--- src/rtl/mips_cpu_pkg.sv ---
// mips_cpu_pkg: shared types and constants for the multicycle MIPS32 bus CPU.
//   alu_op_t  : ALU operation select driven by the controller onto alu_op.
//   opcode_t  : primary opcodes (instr[31:26]) decoded by the controller.
//   func_t    : R-type function codes (instr[5:0]) decoded by the controller.
//   REG_ZERO / REG_V0 : architectural register indices used by the datapath.
package mips_cpu_pkg;

    localparam int DATA_W     = 32;
    localparam int REG_ADDR_W = 5;

    localparam logic [REG_ADDR_W-1:0] REG_ZERO = 5'd0;
    localparam logic [REG_ADDR_W-1:0] REG_V0   = 5'd2;

    typedef enum logic [4:0] {
        ALU_AND  = 5'd0,
        ALU_OR   = 5'd1,
        ALU_ADD  = 5'd2,
        ALU_SUB  = 5'd3,
        ALU_SLT  = 5'd4,
        ALU_SLTU = 5'd5,
        ALU_SLL  = 5'd6,
        ALU_SRL  = 5'd7,
        ALU_SRA  = 5'd8,
        ALU_SLLV = 5'd9,
        ALU_SRLV = 5'd10,
        ALU_SRAV = 5'd11,
        ALU_XOR  = 5'd12,
        ALU_NOR  = 5'd13,
        ALU_LUI  = 5'd14
    } alu_op_t;

    typedef enum logic [5:0] {
        OP_R     = 6'b000000,
        OP_ADDIU = 6'b001001,
        OP_LW    = 6'b100011,
        OP_SW    = 6'b101011
    } opcode_t;

    typedef enum logic [5:0] {
        FN_SLL = 6'b000000,
        FN_JR  = 6'b001000
    } func_t;

endpackage

--- src/rtl/mips_cpu_alu_unit.sv ---
// mips_cpu_alu_unit: combinational 32-bit MIPS ALU, no state, no flags
// other than zero.
//   alu_op  in  5   operation select (mips_cpu_pkg::alu_op_t; 15..31 give 0)
//   a       in  32  operand A (rs); a[4:0] is the variable shift amount
//   b       in  32  operand B (rt or sign-extended immediate)
//   sa      in  5   constant shift amount (instr[10:6])
//   result  out 32  operation result, modulo 2^32
//   zero    out 1   result == 0
module mips_cpu_alu_unit
    import mips_cpu_pkg::*;
(
    input  logic [4:0]        alu_op,
    input  logic [DATA_W-1:0] a,
    input  logic [DATA_W-1:0] b,
    input  logic [4:0]        sa,
    output logic [DATA_W-1:0] result,
    output logic              zero
);

    logic [4:0] vsa;
    assign vsa = a[4:0];

    always_comb begin
        result = '0;
        case (alu_op)
            ALU_AND:  result = a & b;
            ALU_OR:   result = a | b;
            ALU_ADD:  result = a + b;
            ALU_SUB:  result = a - b;
            ALU_SLT:  result = {31'b0, ($signed(a) < $signed(b))};
            ALU_SLTU: result = {31'b0, (a < b)};
            ALU_SLL:  result = b << sa;
            ALU_SRL:  result = b >> sa;
            ALU_SRA:  result = $unsigned($signed(b) >>> sa);
            ALU_SLLV: result = b << vsa;
            ALU_SRLV: result = b >> vsa;
            ALU_SRAV: result = $unsigned($signed(b) >>> vsa);
            ALU_XOR:  result = a ^ b;
            ALU_NOR:  result = ~(a | b);
            ALU_LUI:  result = {b[15:0], 16'h0000};
            default:  result = '0;
        endcase
    end

    assign zero = (result == '0);

endmodule

--- src/rtl/mips_cpu_alu_regfile.sv ---
// mips_cpu_alu_regfile: datapath core of the multicycle MIPS32 CPU.
// 32x32 register file (two async read ports, one sync write port, $0 hard
// zero) plus the combinational ALU.
//   clk, rst        clock; synchronous active-high reset clears all registers
//   write, wr_addr, wr_data          write port, sampled on posedge clk
//   rd_addr_a/rd_data_a, rd_addr_b/rd_data_b   combinational read ports
//   register_v0     live contents of $v0 (never forwarded)
//   alu_op, alu_a, alu_b, alu_sa     ALU inputs
//   alu_result, alu_zero             ALU outputs
// Build option: MIPS_CPU_REGFILE_BYPASS_EN -- when defined, a read of the
// register being written this cycle returns wr_data (write-through).
module mips_cpu_alu_regfile
    import mips_cpu_pkg::*;
(
    input  logic                  clk,
    input  logic                  rst,
    input  logic                  write,
    input  logic [REG_ADDR_W-1:0] wr_addr,
    input  logic [DATA_W-1:0]     wr_data,
    input  logic [REG_ADDR_W-1:0] rd_addr_a,
    output logic [DATA_W-1:0]     rd_data_a,
    input  logic [REG_ADDR_W-1:0] rd_addr_b,
    output logic [DATA_W-1:0]     rd_data_b,
    output logic [DATA_W-1:0]     register_v0,
    input  logic [4:0]            alu_op,
    input  logic [DATA_W-1:0]     alu_a,
    input  logic [DATA_W-1:0]     alu_b,
    input  logic [4:0]            alu_sa,
    output logic [DATA_W-1:0]     alu_result,
    output logic                  alu_zero
);

    logic [31:0][DATA_W-1:0] regs;
    logic                    wr_en;

    // $0 is never written, so its storage stays at the reset value of 0.
    assign wr_en = write && !rst && (wr_addr != REG_ZERO);

    always_ff @(posedge clk) begin
        if (rst)
            regs <= '0;
        else if (wr_en)
            regs[wr_addr] <= wr_data;
    end

`ifdef MIPS_CPU_REGFILE_BYPASS_EN
    assign rd_data_a = (wr_en && wr_addr == rd_addr_a) ? wr_data : regs[rd_addr_a];
    assign rd_data_b = (wr_en && wr_addr == rd_addr_b) ? wr_data : regs[rd_addr_b];
`else
    assign rd_data_a = regs[rd_addr_a];
    assign rd_data_b = regs[rd_addr_b];
`endif

    // $v0 observation port always shows committed state.
    assign register_v0 = regs[REG_V0];

    mips_cpu_alu_unit u_alu (
        .alu_op (alu_op),
        .a      (alu_a),
        .b      (alu_b),
        .sa     (alu_sa),
        .result (alu_result),
        .zero   (alu_zero)
    );

endmodule

--- config.mk ---
export PLATFORM = sky130hd
export DESIGN_NAME = mips_cpu_alu_regfile
export DESIGN_NICKNAME = d
export VERILOG_FILES = /design/src/rtl/mips_cpu_pkg.sv /design/src/rtl/mips_cpu_alu_unit.sv /design/src/rtl/mips_cpu_alu_regfile.sv
export SDC_FILE = /design/constraint.sdc
export NUM_CORES = 2
export LEC_CHECK = 0
export CAP_MARGIN = 40
export CORE_UTILIZATION = 25
export DETAILED_ROUTE_END_ITERATION = 6
export GPL_TIMING_DRIVEN = 0
export SLEW_MARGIN = 20
export SYNTH_ARGS = -nofsm -noshare
export SYNTH_HDL_FRONTEND = slang
export SYNTH_SLANG_ARGS = --single-unit
export TNS_END_PERCENT = 10
--- constraint.sdc ---
create_clock -name clk -period 14.4 [get_ports clk]
set_input_delay 4.32 -clock clk [delete_from_list [all_inputs] [get_ports clk]]
set_output_delay 4.32 -clock clk [all_outputs]
set_load 0.01 [all_outputs]
==> impl_metrics.py <==
metrics = {
    "routing": {
        "first_iter_violations": 10887,
        "drt-wirelength-per-cell_um": 28.2,
        "detail_route.drc_violations": 0,
        "final_antenna_net_count": 0,
        "dr_vias": 67412,
        "routed_via_density": 5.80,
        "detail_route.first_pass.iterations": 7,
        "totalWireLength_um": 328000,
    },
    "worst_setup_path": {
        "cp_slowest_stage_delay_ns": 0.67,
        "timing.critical_path.from": "alu_op[2]",
        "slowest_stage": "sky130_fd_sc_hd__or4_1",
        "worst_r2r_endpoint": "register_v0[18]",
        "cp-endpoint": "alu_zero",
        "end_kind": "output pin",
        "critical_path_arrival_ns": 10.16,
        "flop_to_flop_setup_slack_ns": 13.52,
        "crit_path_cell_trace": "clkdlybuf4s50_1 > nor3b_2 > clkbuf_4 > buf_4 > buf_2 > a22oi_1 > a311oi_2 > mux2i_1 > mux2i_1 > o22a_1 > o21ai_0 > or4_1 > or4_4 > nor4_2 > nand4b_1 > nor2_1 > clkdlybuf4s50_1",
        "timing.rr.start": "register_v0[18]",
        "critical_path.startpoint_type": "input port",
        "timing.critical_path.fanout_max": 10,
        "worst_ep_required_time_ns": 10.08,
        "r2r_cells": 2,
        "crit_type": "in2out",
    },
    "run_status": {
        "outcome": "finished, violations left",
        "violations_in_the_final_reports": "setup timing",
    },
    "synth": {
        "synth_enable_flop_cells": 0,
        "synth.lib_cells_used.distinct": 97,
        "synth_cells": 7613,
        "synth.most_common_cell": "sky130_fd_sc_hd__nand2_1",
        "ys_top_cells_by_count": "2257 x sky130_fd_sc_hd__nand2_1, 1146 x sky130_fd_sc_hd__a21oi_1, 1024 x sky130_fd_sc_hd__dfxtp_1",
        "mean_area_per_synthesized_cell_um2": 8.52,
        "synth_async_sr_flop_share_pct": 0,
        "synth_largest_type_area_fraction_pct": 31.6,
        "seq_area_frac_synth_pct": 31.6,
        "synth_area_leaders": "sky130_fd_sc_hd__dfxtp_1 32%, sky130_fd_sc_hd__mux4_2 22%, sky130_fd_sc_hd__nand2_1 13%, sky130_fd_sc_hd__a21oi_1 8.8%, sky130_fd_sc_hd__clkbuf_1 3.7%",
        "synthesis.nets": 7835,
        "cell_taking_the_most_area_after_synthesis": "sky130_fd_sc_hd__dfxtp_1",
        "ys_warn_count": 0,
        "ys_ff_latch": 1024,
        "post_synth_instance_area_um2": 64900,
        "dominantRegCellSynth": "sky130_fd_sc_hd__dfxtp_1",
    },
    "sta": {
        "setup_tns_ns": -0.0782,
        "grt_setup_unrepaired": "false",
        "timing.final.setup_violations": 1,
        "final-hold-violation-count": 0,
        "timing.max_slew.rel_slack_pct": 19.9,
        "report.final.slew_viol_count": 0,
        "worst_pin_slew_ns": 1.20,
        "postLayoutSetupSlackWorst_ns": -0.0782,
        "final_period_utilization_pct": 101,
        "achievable-frequency_mhz": 69.1,
        "skew_ns": 0,
        "timing.final.crit_period_ns": 14.48,
    },
    "cts": {
        "clk_transition_reported_paths_ns": 0.06,
        "clk_latency_ns": 0.71,
        "cts_tree": "built",
        "clock_tree.htree_level_count": 3,
        "clockBufferDepth": 3,
        "tritoncts_num_sinks": 1024,
        "cts.root.buffer_cell": "sky130_fd_sc_hd__clkbuf_16",
        "number_of_clock_buffers_inserted_by_tritoncts": 109,
    },
    "pwr": {
        "vdd_drop_max_mv": 0.107,
        "p_leak_nw": 25.3,
        "pwr_density_cell_nw_per_um2": 93.1,
        "report.power.total_w": 0.00725,
        "comb_pwr_share_pct": 17.7,
        "power_switching_w": 0.00217,
        "swShare_pct": 29.9,
        "cellInternalPower_w": 0.00508,
        "sequential_cell_fraction_of_total_power_pct": 39.3,
        "pwr-share-clk_pct": 43.0,
    },
    "min_path": {
        "timing.hold.worst_path_depth": 2,
        "hold_path.class": "reg2reg",
        "hold_path.startpoint": "regs[876]",
    },
    "global_routing": {
        "grt_antenna_before_repair": 22,
        "first_global_vias": 61581,
        "maximum_number_of_pins_on_one_net_before_global_route_repair": 15,
        "grt_first_pass_wirelength_um": 461000,
        "grt_remaining_overflow": 0,
        "grt_usage_pct": 24.0,
    },
    "die": {
        "chip_width_um": 511,
        "core_outline_area_um2": 257000,
        "row_count": 186,
        "initial_utilization_pct": 25.2,
        "num_io_pins": 253,
        "die_height_um": 511,
        "fp.dieArea_um2": 261000,
    },
    "final_layout": {
        "final_cell_count_no_fill": 11613,
        "finish.net_count": 8348,
        "syn2layout_area_growth_pct": 20.1,
        "drive_gt1_share_pct": 16.7,
        "utilization_pct": 30.3,
    },
    "flow_run": {
        "maxCapViolations": 0,
    },
    "place": {
        "detailedPlace.worstSlack_ns": -1.14,
        "place_congestion": 1.07,
        "place.detailed.hpwl_um": 257000,
        "place_inst": 11374,
        "place.port_buffers": 240,
    },
}
-- worst min path at each step --
stage / to / slack [ns]
floorplan: regs[192] / 0.44
global placement: regs[216] / 0.45
detailed placement: regs[593] / 0.46
CTS: regs[593] / 0.46
global route: regs[853] / 0.47
finish: regs[876] / 0.46
-- power by group through the flow --
| stage | sequential [W] | clock [W] | combinational, W |
|---|---|---|---|
| 2_1_floorplan | 0.00291 | 0 | 0.000634 |
| 3_3_place_gp | 0.00291 | 0 | 0.00114 |
| 3_5_place_dp | 0.00291 | 0 | 0.00118 |
| 4_1_cts | 0.00285 | 0.00312 | 0.00120 |
| 5_1_grt | 0.00285 | 0.00325 | 0.00130 |
| 6_report | 0.00285 | 0.00312 | 0.00128 |
-- critical path, delay by kind of cell --
kind,cells,cell delay [ns]
compound gates,4,1.14
buf+inv,5,2.02
mux,2,0.61
simple gates,6,2.04
-- repair_timing --
action | 4_1_cts | 5_1_grt
endpoints found under the setup margin | 8 | 1
buffers inserted | 7 | 6
pin swaps | 6 | 6
gates resized for setup | 121 | 109
hold buffers | 0 | 0
-- flip-flops by register name, summed over array words and instances (netlist names) --
signal and cells:
register_v0 32, regs 992
-- cells by family after synthesis --
logic type,share of synthesized area (%)
flops,31.6
mux,24.9
compound gates,17.4
buf+inv,5.49
simple gates,18.5
fa+ha+maj,1.91
xor+xnor,0.162
-- area by class of cell --
cell class | instances | area (µm²)
fill | 27383 | 180000
multi-input combinational | 5698 | 41300
sequential | 1024 | 20500
tap | 3384 | 4230
timing repair buffer | 406 | 4160
buffer | 789 | 3340
clock buffer | 148 | 3190
clock inverter | 58 | 744
inverter | 98 | 387
antenna | 8 | 20.0
-- per-layer routing --
layer / up-vias / track usage (%) / part of all wire [%]
li1: 28406 / - / -
met1: 33124 / 32.2 / 39
met2: 4763 / 33.8 / 40
met3: 1101 / 6.69 / 13
met4: 18 / 15.2 / 7.8
met5: - / 0.274 / 0.051
-- per-stage QoR --
stage | area, µm² | hold slack [ns]
after floorplan | 64900 | 0.443
after global placement | 71500 | 0.449
after detailed placement | 73100 | 0.456
after CTS | 77400 | 0.464
after global routing | 77900 | 0.474
final | 77900 | 0.463
-- layout by cell type (no fill, tap or decap), types with 62 or more instances in the layout --
| master | n |
|---|---|
| sky130_fd_sc_hd__a211oi_1 | 117 |
| sky130_fd_sc_hd__a21oi_1 | 1141 |
| sky130_fd_sc_hd__buf_4 | 72 |
| sky130_fd_sc_hd__buf_6 | 93 |
| sky130_fd_sc_hd__clkbuf_1 | 593 |
| sky130_fd_sc_hd__clkbuf_16 | 114 |
| sky130_fd_sc_hd__clkdlybuf4s50_1 | 227 |
| sky130_fd_sc_hd__dfxtp_1 | 1024 |
| sky130_fd_sc_hd__ha_1 | 95 |
| sky130_fd_sc_hd__inv_1 | 91 |
| sky130_fd_sc_hd__mux2_2 | 82 |
| sky130_fd_sc_hd__mux2i_1 | 67 |
| sky130_fd_sc_hd__mux4_2 | 643 |
| sky130_fd_sc_hd__nand2_1 | 2255 |
| sky130_fd_sc_hd__nand2b_1 | 95 |
| sky130_fd_sc_hd__nand3_1 | 62 |
| sky130_fd_sc_hd__nor2_1 | 190 |
| sky130_fd_sc_hd__o21ai_0 | 95 |
No activity file was read; power rests on OpenSTA's default activity.
